--- config.mk ---
export PLATFORM = sky130hd
export DESIGN_NAME = uart_word_sender_flat
export DESIGN_NICKNAME = d
export VERILOG_FILES = /design/src/rtl/uart_pkg.sv /design/src/rtl/uart_word_sender_if.sv /design/src/rtl/uart_word_sender.sv /design/src/flat_wrapper.sv
export SDC_FILE = /design/constraint.sdc
export NUM_CORES = 1
export LEC_CHECK = 0
export CORE_MARGIN = 2
export CORE_UTILIZATION = 40
export DETAILED_ROUTE_END_ITERATION = 12
export MAX_ROUTING_LAYER = met4
export PLACE_DENSITY = 0.73
export SYNTH_ARGS = -nofsm -noshare
export SYNTH_HDL_FRONTEND = slang
export SYNTH_SLANG_ARGS = --single-unit
--- constraint.sdc ---
create_clock -name clk -period 1.9 [get_ports clk]
set_input_delay 0.38 -clock clk [delete_from_list [all_inputs] [get_ports clk]]
set_output_delay 0.38 -clock clk [all_outputs]
set_load 0.05 [all_outputs]
--- src/rtl/uart_pkg.sv ---
// Shared UART definitions: byte width, tx handshake widths and the word-sender FSM encoding.
// Imported by uart_word_sender, its interface and the UART top so all agree on widths.
package uart_pkg;

   localparam int unsigned BYTE_W     = 8;
   localparam int unsigned TX_DATA_W  = BYTE_W;
   localparam int unsigned TX_START_W = 1;
   localparam int unsigned TX_READY_W = 1;

   // ST_CSUM is only reachable when UART_WORD_CHECKSUM_EN is defined
   typedef enum logic [2:0] {
      ST_IDLE      = 3'd0,
      ST_SEND      = 3'd1,
      ST_WAIT_ACK  = 3'd2,
      ST_WAIT_DONE = 3'd3,
      ST_CSUM      = 3'd4
   } state_e;

endpackage

--- src/rtl/uart_word_sender_if.sv ---
// Word-in / byte-out handshake bundle for uart_word_sender.
//   word_valid/word_data/word_ready : upstream word handshake (e.g. RSA result)
//   tx_start/tx_data/tx_ready       : downstream UART transmitter handshake
//   busy                            : word in progress
// Modports: slave = the sender block, master = its environment.
interface uart_word_sender_if
   import uart_pkg::*;
#(
   parameter int unsigned WORD_W = 32
);

   logic                    word_valid;
   logic [WORD_W-1:0]       word_data;
   logic                    word_ready;
   logic [TX_START_W-1:0]   tx_start;
   logic [TX_DATA_W-1:0]    tx_data;
   logic [TX_READY_W-1:0]   tx_ready;
   logic                    busy;

   modport slave (
      input  word_valid, word_data, tx_ready,
      output word_ready, tx_start, tx_data, busy
   );

   modport master (
      output word_valid, word_data, tx_ready,
      input  word_ready, tx_start, tx_data, busy
   );

endinterface

--- src/rtl/uart_word_sender.sv ---
// uart_word_sender: accepts one WORD_W-bit word and feeds it, LSB byte first,
// to a UART transmitter one byte per tx_start/tx_ready handshake.
// Ports:
//   clk  - system clock
//   rst  - synchronous active-high reset (aborts any word in flight)
//   bus  - uart_word_sender_if.slave (word handshake, tx handshake, busy)
// Parameter WORD_W: multiple of 8, >= 8.
// Macro UART_WORD_CHECKSUM_EN: when defined, an XOR-of-all-bytes checksum byte
// follows the data bytes of every word.
module uart_word_sender
   import uart_pkg::*;
#(
   parameter int unsigned WORD_W = 32
)
(
   input  logic                clk,
   input  logic                rst,
   uart_word_sender_if.slave   bus
);

   localparam int unsigned NBYTES = WORD_W / BYTE_W;
   localparam int unsigned CNT_W  = (NBYTES > 1) ? $clog2(NBYTES) : 1;

   state_e                 state_q, state_d;
   logic [WORD_W-1:0]      shift_q, shift_d;
   logic [CNT_W-1:0]       cnt_q, cnt_d;
   logic [TX_DATA_W-1:0]   tx_data_q, tx_data_d;
   logic                   tx_start_q, tx_start_d;
   logic                   word_ready_q, word_ready_d;
`ifdef UART_WORD_CHECKSUM_EN
   logic [BYTE_W-1:0]      xor_q, xor_d;
   logic                   csum_q, csum_d;   // checksum byte is the one in flight
`endif

   // next-state and output logic
   always_comb begin
      state_d    = state_q;
      shift_d    = shift_q;
      cnt_d      = cnt_q;
      tx_data_d  = tx_data_q;
      tx_start_d = 1'b0;
`ifdef UART_WORD_CHECKSUM_EN
      xor_d      = xor_q;
      csum_d     = csum_q;
`endif
      case (state_q)
         ST_IDLE: begin
            if (bus.word_valid && word_ready_q) begin
               shift_d = bus.word_data;
               cnt_d   = '0;
`ifdef UART_WORD_CHECKSUM_EN
               xor_d   = '0;
               csum_d  = 1'b0;
`endif
               state_d = ST_SEND;
            end
         end
         ST_SEND: begin
            if (bus.tx_ready[0]) begin
               tx_start_d = 1'b1;
               tx_data_d  = shift_q[BYTE_W-1:0];
`ifdef UART_WORD_CHECKSUM_EN
               xor_d      = xor_q ^ shift_q[BYTE_W-1:0];
`endif
               state_d    = ST_WAIT_ACK;
            end
         end
         ST_WAIT_ACK: begin
            // transmitter drops tx_ready once it has taken the byte
            if (!bus.tx_ready[0]) state_d = ST_WAIT_DONE;
         end
         ST_WAIT_DONE: begin
            if (bus.tx_ready[0]) begin
`ifdef UART_WORD_CHECKSUM_EN
               if (csum_q) begin
                  state_d = ST_IDLE;
               end else
`endif
               begin
                  shift_d = shift_q >> BYTE_W;
                  if (cnt_q == CNT_W'(NBYTES - 1)) begin
`ifdef UART_WORD_CHECKSUM_EN
                     state_d = ST_CSUM;
`else
                     state_d = ST_IDLE;
`endif
                  end else begin
                     cnt_d   = CNT_W'(cnt_q + 1'b1);
                     state_d = ST_SEND;
                  end
               end
            end
         end
`ifdef UART_WORD_CHECKSUM_EN
         ST_CSUM: begin
            if (bus.tx_ready[0]) begin
               tx_start_d = 1'b1;
               tx_data_d  = xor_q;
               csum_d     = 1'b1;
               state_d    = ST_WAIT_ACK;
            end
         end
`endif
         default: state_d = ST_IDLE;
      endcase
      word_ready_d = (state_d == ST_IDLE);
   end

   // state and output registers
   always_ff @(posedge clk) begin
      if (rst) begin
         state_q      <= ST_IDLE;
         shift_q      <= '0;
         cnt_q        <= '0;
         tx_data_q    <= '0;
         tx_start_q   <= 1'b0;
         word_ready_q <= 1'b1;
`ifdef UART_WORD_CHECKSUM_EN
         xor_q        <= '0;
         csum_q       <= 1'b0;
`endif
      end else begin
         state_q      <= state_d;
         shift_q      <= shift_d;
         cnt_q        <= cnt_d;
         tx_data_q    <= tx_data_d;
         tx_start_q   <= tx_start_d;
         word_ready_q <= word_ready_d;
`ifdef UART_WORD_CHECKSUM_EN
         xor_q        <= xor_d;
         csum_q       <= csum_d;
`endif
      end
   end

   assign bus.word_ready = word_ready_q;
   assign bus.busy       = ~word_ready_q;
   assign bus.tx_start   = TX_START_W'(tx_start_q);
   assign bus.tx_data    = tx_data_q;

endmodule

--- src/flat_wrapper.sv ---
// flat-port wrapper written by rule: the top's interface ports become plain ports
module uart_word_sender_flat import uart_pkg::*;
#(
   parameter int unsigned WORD_W = 32
)
  (clk, rst, bus_word_valid, bus_word_data, bus_tx_ready, bus_word_ready, bus_tx_start, bus_tx_data, bus_busy);
  uart_word_sender_if #(.WORD_W(WORD_W)) bus_i ();
  input  logic clk;
  input  logic rst;
  input wire logic [$bits(bus_i.word_valid)-1:0] bus_word_valid;
  input wire logic [$bits(bus_i.word_data)-1:0] bus_word_data;
  input wire logic [$bits(bus_i.tx_ready)-1:0] bus_tx_ready;
  output wire logic [$bits(bus_i.word_ready)-1:0] bus_word_ready;
  output wire logic [$bits(bus_i.tx_start)-1:0] bus_tx_start;
  output wire logic [$bits(bus_i.tx_data)-1:0] bus_tx_data;
  output wire logic [$bits(bus_i.busy)-1:0] bus_busy;
  assign bus_i.word_valid = bus_word_valid;
  assign bus_i.word_data = bus_word_data;
  assign bus_i.tx_ready = bus_tx_ready;
  assign bus_word_ready = bus_i.word_ready;
  assign bus_tx_start = bus_i.tx_start;
  assign bus_tx_data = bus_i.tx_data;
  assign bus_busy = bus_i.busy;
  uart_word_sender #(.WORD_W(WORD_W)) u_core (.clk(clk), .rst(rst), .bus(bus_i));
endmodule
==> impl_metrics.json, run 1 <==
{
  "finalClockSkew_ns": 0.00846,
  "cp_top_family": "buffers and inverters",
  "fmax_mhz": 553,
  "setup_tns_ns": 0,
  "peakVddDrop_v": 0.000246,
  "drive_gt1_frac": 0.177,
  "clkTransAtPathRegs_ns": 0.09,
  "io_pins": 47,
  "cts_tree": "yes",
  "slowest_stage": "clkdlybuf4s50_1",
  "netlist_instances": 205,
  "synth_top_family_by_area": "compound AO/OA/AOI/OAI gates",
  "slew_viol_final": 0,
  "grt_overflow": 0,
  "routed_wl_um": 4530,
  "drc": 0,
  "end_kind": "output pin",
  "fin_crit_sh": 0.951,
  "rows": 26,
  "dp_hpwl_um": 3140,
  "path_max_fanout": 2,
  "fin_nets": 284,
  "vias": 1630,
  "synthDistinctLibCells": 32,
  "grt_use_total": 0.160,
  "synth_xor_area_frac": 0.00403,
  "dieWidth_um": 77.7,
  "cts_setup_buffers": 0,
  "post-place-ws_ns": 0.0165,
  "cap_violations": 0,
  "synth-compound-area-share": 0.224,
  "synthToLayoutAreaGrowth_pct": 27.2,
  "cpPeakStageDelay_ns": 0.80,
  "cts_hold_buf": 0,
  "cts_buffer_depth": 2,
  "crit_path_cell_trace": "clkdlybuf4s50_1",
  "netlist_area_um2": 2170,
  "synth.avg_cell_area_um2": 10.6,
  "layout.cells.most_common": "dfxtp_1",
  "firstDrtPassIters": 4,
  "finalWorstSetupSlack_ns": 0.0924,
  "yosys.area_share.simple": 0.137,
  "grt_max_degree": 25,
  "final_cell_mix": "dfxtp_1, clkdlybuf4s50_1, nor2_1, mux2i_1",
  "clk_latency_ns": 0.30,
  "antenna_found_initial": 0,
  "hp-class": "reg2reg",
  "cts_sinks": 47,
  "finalHoldViolations": 0,
  "critical_path_buf_inv_count": 1,
  "leakage_uw": 0.00112,
  "path_class": "reg2out",
  "start_util": 0.420,
  "r2r_setup_slack_ns": 0.33,
  "viasPerCell": 5.13,
  "status": "finished, final reports clean",
  "portBuffers": 46,
  "grt_pass1_wl_um": 7510,
  "ys_warn_count": 0,
  "dieArea_um2": 6040,
  "synth_seq_cells": 47,
  "min_period_ns": 1.81,
  "synth-adder-area-share": 0.00576,
  "arrival_ns": 1.43,
  "grt_pass1_vias": 1620,
  "critPathLaunchType": "flop",
  "synth-seq-area-share": 0.433,
  "synth_mux_area_frac": 0.120,
  "setup_violations": 0,
  "rsz0062_at_grt": "no",
  "gp_congestion": 0.790,
  "fillers": 473,
  "cts_max_level": 2,
  "cp_data_required_time_ns": 1.52,
  "die_h_um": 77.7,
  "core_um2": 5170,
  "antenna_left": 0,
  "syn-num-nets": 242,
  "drt_iter0_drc": 99,
  "cellPowerDensity_nw_per_um2": 724,
  "cts_root_buf": "clkbuf_8",
  "cts_resized": 0,
  "wl_per_cell_um": 14.3,
  "numCtsBuffers": 5,
  "antenna_cells": 0
}
stage by stage:
stage	cell area [um2]	utilization	total power, uW	instances	hold WS [ns]
after floorplan	2170	-	1270	205	0.432
after global placement	2670	0.516	1380	310	0.440
after detailed placement	2670	0.516	1380	310	0.448
after CTS	2760	0.534	2010	318	0.461
after global routing	2760	0.534	2070	318	0.482
final	2760	0.534	2000	318	0.456
routing by layer:
metal	GRT usage	vias up	wire, um
met1	0.206	753	2150
li1	-	832	-
met2	0.249	40	2140
met5	-	-	0
met4	0.0643	0	65
met3	0.0302	5	184
final cells by class:
class                   instances  area (um2)  area share
inverters                       2        7.51     0.00272
flip-flops and latches         47         941       0.341
clock buffers                   7        86.3      0.0312
repair buffers                 56         561       0.203
well taps                      70        87.6      0.0317
clock inverters                 1        8.76     0.00317
multi-input cells             135        1070       0.388
registers in the layout (all words and copies together) (netlist names):
name                   flops
u_core.shift_q            32
u_core.bus.tx_data         8
u_core.state_q             3
u_core.cnt_q               2
u_core.bus.tx_start        1
u_core.bus.word_ready      1
power breakdown:
group | leakage, uW | total, uW | switching, uW | internal (uW)
logic | 0.000692 | 289 | 134 | 156
clock network | 0.0000484 | 641 | 342 | 299
registers | 0.000384 | 1070 | 32.7 | 1040
total | 0.00112 | 2000 | 508 | 1490
cells in the mapped netlist:
cell type	instances	area share
nand4bb_1	1	0.0052
or2_1	1	0.0029
o21a_1	1	0.0035
nand3_1	1	0.0023
buf_2	3	0.0069
nor2_1	28	0.048
nor3_1	2	0.0046
nand4bb_4	1	0.013
buf_4	4	0.014
o21ai_0	1	0.0023
nor4bb_1	1	0.0046
conb_1	1	0.0017
and4b_1	1	0.0046
a21o_1	1	0.0035
nand2_1	20	0.035
buf_12	2	0.018
a221oi_2	20	0.14
dfxtp_1	47	0.43
nand3b_1	2	0.0069
a21oi_1	10	0.023
clkbuf_1	8	0.014
buf_6	3	0.016
or3_1	1	0.0029
ha_1	1	0.0058
inv_1	2	0.0035
clkbuf_4	1	0.0035
a221oi_1	4	0.016
nor2b_1	1	0.0029
nand4b_1	1	0.0040
a32o_1	8	0.037
xor2_1	1	0.0040
mux2i_1	26	0.12
worst min-delay path: stages, from the launching register on:
cell	delay, ns
dfxtp_1	0.32
nand2_1	0.05
a21oi_1	0.05
logic make-up after synthesis:
| logic type | after synthesis |
|---|---|
| AO/OA/AOI/OAI | 45 |
| XOR/XNOR | 1 |
| adder cells (fa/ha/maj) | 1 |
| buffers and inverters | 23 |
| flip-flops | 47 |
| multiplexers | 26 |
| other | 1 |
| AND/OR/NAND/NOR | 61 |
final timing paths:
check                                      from                                 end  cells past startpoint
min reg2reg  u_core.bus.tx_data[4]$_SDFFE_PP0P_  u_core.bus.tx_data[4]$_SDFFE_PP0P_                      2
max          u_core.bus.tx_data[1]$_SDFFE_PP0P_                      bus_tx_data[1]                      1
min          u_core.bus.tx_data[4]$_SDFFE_PP0P_  u_core.bus.tx_data[4]$_SDFFE_PP0P_                      2
max reg2reg        u_core.state_q[2]$_SDFF_PP0_     u_core.shift_q[21]$_SDFFE_PP0P_                      4
Note: power is estimated with default switching activity, not from simulation.
==> inputs of run 2 (changes only) <==
--- a/config.mk
+++ b/config.mk
@@ -6,10 +6,10 @@
 export NUM_CORES = 1
 export LEC_CHECK = 0
 export CORE_MARGIN = 2
-export CORE_UTILIZATION = 40
+export CORE_UTILIZATION = 50
 export DETAILED_ROUTE_END_ITERATION = 12
 export MAX_ROUTING_LAYER = met4
-export PLACE_DENSITY = 0.73
+export PLACE_DENSITY = 0.87
 export SYNTH_ARGS = -nofsm -noshare
 export SYNTH_HDL_FRONTEND = slang
 export SYNTH_SLANG_ARGS = --single-unit
==> impl_metrics.json, run 2 (synthesized netlist as in run 1, its figures left out) <==
{
  "cts_tree": "yes",
  "grt_pass1_vias": 1639,
  "fin_crit_sh": 0.954,
  "setup_tns_ns": 0,
  "cts_root_buf": "clkbuf_8",
  "antenna_cells": 0,
  "cap_violations": 0,
  "antenna_found_initial": 0,
  "crit_path_cell_trace": "clkdlybuf4s50_1",
  "numCtsBuffers": 5,
  "path_max_fanout": 2,
  "layout.cells.most_common": "dfxtp_1",
  "dieArea_um2": 4890,
  "grt_pass1_wl_um": 7700,
  "grt_max_degree": 27,
  "arrival_ns": 1.43,
  "critical_path_buf_inv_count": 1,
  "setup_violations": 0,
  "viasPerCell": 5.53,
  "grt_overflow": 0,
  "io_pins": 47,
  "dp_hpwl_um": 3080,
  "status": "finished, final reports clean",
  "finalHoldViolations": 0,
  "r2r-end": "u_core.shift_q[25]$_SDFFE_PP0P_",
  "routed_wl_um": 4460,
  "end_kind": "output pin",
  "cpPeakStageDelay_ns": 0.80,
  "cts_max_level": 2,
  "rr_startpoint": "u_core.state_q[1]$_SDFF_PP0_",
  "finalClockSkew_ns": 0.00801,
  "cp-endpoint": "bus_tx_data[6]",
  "grt_use_total": 0.200,
  "leakage_uw": 0.00114,
  "cts_setup_buffers": 0,
  "cp_top_family": "buffers and inverters",
  "largest-register": "u_core.shift_q",
  "placed_area_um2": 2660,
  "hp-class": "in2reg",
  "drc": 0,
  "cts_hold_buf": 0,
  "synthToLayoutAreaGrowth_pct": 27.9,
  "stdcell_count": 297,
  "min_period_ns": 1.81,
  "die_h_um": 69.9,
  "clkTransAtPathRegs_ns": 0.09,
  "slew_viol_final": 0,
  "dp_cells": 289,
  "cellPowerDensity_nw_per_um2": 768,
  "critPathLaunchType": "flop",
  "final_area_um2": 2780,
  "vias": 1643,
  "firstDrtPassIters": 4,
  "cp_data_required_time_ns": 1.52,
  "core_um2": 4090,
  "crit_path_start": "u_core.bus.tx_data[6]$_SDFFE_PP0P_",
  "fmax_mhz": 551,
  "wl_per_cell_um": 15.0,
  "portBuffers": 46,
  "rows": 23,
  "cts_resized": 0,
  "largest_reg_flops": 32,
  "rr_worst_depth": 4,
  "r2r_setup_slack_ns": 0.43,
  "dieWidth_um": 69.9,
  "clk_latency_ns": 0.30,
  "path_class": "reg2out",
  "antenna_left": 0,
  "rsz0062_at_grt": "no",
  "final_cell_mix": "dfxtp_1, clkdlybuf4s50_1, nor2_1, mux2i_1",
  "cts_sinks": 47,
  "slowest_stage": "clkdlybuf4s50_1",
  "start_util": 0.532,
  "gp_congestion": 0.821,
  "cp_num_cells": 1,
  "fin_nets": 283,
  "drt_iter0_drc": 107,
  "cts_buffer_depth": 2,
  "peakVddDrop_v": 0.000598,
  "drive_gt1_frac": 0.178
}
-- run 2: where the power goes --
group	total, uW	leakage (uW)	switching (uW)	internal [uW]
logic	297	0.000697	139	158
registers	1070	0.000384	30.2	1040
clock network	772	0.0000618	339	433
total	2130	0.00114	508	1630
-- run 2: per-layer routing --
layer,global-route usage,part of all wire
met1,0.267,0.48
met2,0.312,0.47
met3,0.0361,0.041
met4,0.0577,0.0085
met5,-,0
-- run 2: how the worst min path moves through the flow --
stage	start	end	slack, ns	cells after the start
CTS	rst	u_core.bus.tx_data[1]$_SDFFE_PP0P_	0.43	2
global route	rst	u_core.bus.tx_data[4]$_SDFFE_PP0P_	0.44	2
floorplan	u_core.shift_q[0]$_SDFFE_PP0P_	u_core.bus.tx_data[0]$_SDFFE_PP0P_	0.43	2
global placement	u_core.shift_q[1]$_SDFFE_PP0P_	u_core.bus.tx_data[1]$_SDFFE_PP0P_	0.44	2
detailed placement	u_core.shift_q[0]$_SDFFE_PP0P_	u_core.bus.tx_data[0]$_SDFFE_PP0P_	0.44	2
finish	rst	u_core.bus.tx_start$_SDFF_PP0_	0.44	2
-- run 2: layout make-up --
class / instances / area [um2]
clock buffer: 6 / 82.6
clock inverter: 2 / 38.8
fill: 316 / 1310
inverter: 2 / 7.51
multi-input combinational: 135 / 1070
sequential: 47 / 941
tap: 50 / 62.6
timing repair buffer: 55 / 576
-- run 2: metrics by stage --
step	util	total power (uW)	setup slack (ns)	hold WS, ns
3_5_place_dp	0.650	1380	0.0546	0.445
2_1_floorplan	-	1270	0.243	0.432
3_3_place_gp	0.650	1370	0.0961	0.440
5_1_grt	0.680	2220	0.0286	0.443
4_1_cts	0.680	2150	0.0708	0.433
6_report	0.680	2130	0.0865	0.439
==> variant: new RTL, config.mk and constraints of run 1 <==
The 5 states of `state_e` get a Gray code encoding in 3 bits.
--- a/src/rtl/uart_pkg.sv
+++ b/src/rtl/uart_pkg.sv
@@ -11,7 +11,7 @@
    typedef enum logic [2:0] {
-      ST_IDLE      = 3'd0,
-      ST_SEND      = 3'd1,
-      ST_WAIT_ACK  = 3'd2,
-      ST_WAIT_DONE = 3'd3,
-      ST_CSUM      = 3'd4
+      ST_IDLE      = 3'b000,
+      ST_SEND      = 3'b001,
+      ST_WAIT_ACK  = 3'b011,
+      ST_WAIT_DONE = 3'b010,
+      ST_CSUM      = 3'b110
    } state_e;
Function: no difference found for any inputs over 10 cycles, from zero or initial values and one cycle with rst high; not proved beyond that.
==> variant against run 1 <==
First-iteration DRC count up 58%. Power up 10%. Clock power up 23%. Setup slack worse by 27 ps. Synthesized area up 9.2%. Cell area up 9.1%. Sequential cell count unchanged. Routed wire length up 19%. Largest cell class unchanged.
==> variant: results (changes against run 1) <==
| Metric | Value |
|---|---|
| Via count | `2012 (was 1630)` |
| GPL Wtd Cong | `0.770 (was 0.790)` |
| GR Util All Layers | `17.3% (was 16.0%)` |
| First DRT Iteration DRCs | `156 (was 99)` |
| Max reg flops | `32 (unchanged)` |
| Hold endpoint | `u_core.bus.tx_data[0]$_SDFFE_PP0P_ (was u_core.bus.tx_data[4]$_SDFFE_PP0P_)` |
| Seq/Total Area, Yosys | `39.7% (was 43.3%)` |
| DP HPWL | `3550 um (was 3140 um)` |
| Peak VDD IR | `0.362 mV (was 0.246 mV)` |
| Outcome | `finished, final reports clean (unchanged)` |
| Nets | `329 (was 284)` |
| Largest net degree at the start of global routing | `30 (was 25)` |
| Post-synth cell types | `30 (was 32)` |
| # H-tree levels | `2 (unchanged)` |
| Clock skew after layout | `8.71 ps (was 8.46 ps)` |
| Mean number of vias per cell | `5.47 (was 5.13)` |
| Layout cells sized above 1 | `16.7% (was 17.7%)` |
| Top cells by area, synth | `dfxtp_1 (40%), mux2i_1 (11%), a221o_1 (10%) (was dfxtp_1 (43%), a221oi_2 (14%), mux2i_1 (12%))` |
| Vias in the first global route | `1892 (was 1620)` |
| P_leak | `0.00101 uW (was 0.00112 uW)` |
| Worst hold start | `u_core.bus.tx_data[0]$_SDFFE_PP0P_ (was u_core.bus.tx_data[4]$_SDFFE_PP0P_)` |
| DP Cell Count | `360 (was 310)` |
| R2r endpoint | `u_core.shift_q[25]$_SDFFE_PP0P_ (was u_core.shift_q[21]$_SDFFE_PP0P_)` |
| Fill count | `554 (was 473)` |
| Average wire per standard cell | `14.7 um (was 14.3 um)` |
==> variant: cell types whose count changed after synthesis, sizes merged, moves of 3 or more <==
cell,before,now
a221oi,24,0
a21oi,10,58
buf,12,15
nor2,28,1
inv,2,28
a221o,0,24
==> variant: metrics by stage <==
step / hold WS [ps] / area (sq um) / setup WS, ps
after floorplan: 438 / 2370 / 249
after global placement: 444 / 2890 / 120
after detailed placement: 453 / 2890 / 82.6
after CTS: 468 / 3020 / 57.0
after global routing: 485 / 3020 / 30.3
final: 463 / 3020 / 65.6
==> variant: worst max-delay path by stage <==
stage	end	startpoint	cells past startpoint	slack, ps
after global routing	bus_tx_data[3]	u_core.bus.tx_data[3]$_SDFFE_PP0P_	1	30
after floorplan	u_core.bus.word_ready$_SDFF_PP1_	u_core.bus.word_ready$_SDFF_PP1_	4	250
final	bus_tx_data[3]	u_core.bus.tx_data[3]$_SDFFE_PP0P_	1	70
after detailed placement	u_core.bus.tx_data[1]$_SDFFE_PP0P_	bus_tx_ready	5	80
after CTS	bus_tx_data[3]	u_core.bus.tx_data[3]$_SDFFE_PP0P_	1	60
after global placement	u_core.bus.tx_data[6]$_SDFFE_PP0P_	bus_tx_ready	5	120
==> variant: layer usage <==
layer / global-route usage, % / vias to the layer above / routed length, um
met3: 3.11 / 4 / 207
met1: 21.9 / 974 / 2560
met2: 28.6 / 40 / 2590
met5: - / - / 0
li1: - / 994 / -
met4: 4.58 / 0 / 45
==> variant: area by class of cell <==
class	instances	share of cell area, %
clock buffers	6	2.74
clock inverters	2	1.29
inverters	28	3.49
multi-input cells	155	39.7
flip-flops and latches	47	31.2
well taps	75	3.11
repair buffers	55	18.5
==> variant: logic make-up after synthesis <==
family                     after synthesis  synth area share, %
DFF                                     47                 39.7
and+or+nand+nor                         32                 7.81
AOI/OAI and AO/OA                       94                 30.3
muxes                                   27                 11.4
buffers and inverters                   52                 10.1
adders and majority gates                1                0.527
other                                    1                0.158
==> variant: power breakdown <==
part / switching (uW) / internal, uW
logic: 167 / 173
clock network: 355 / 433
registers: 40.6 / 1030
total: 563 / 1640
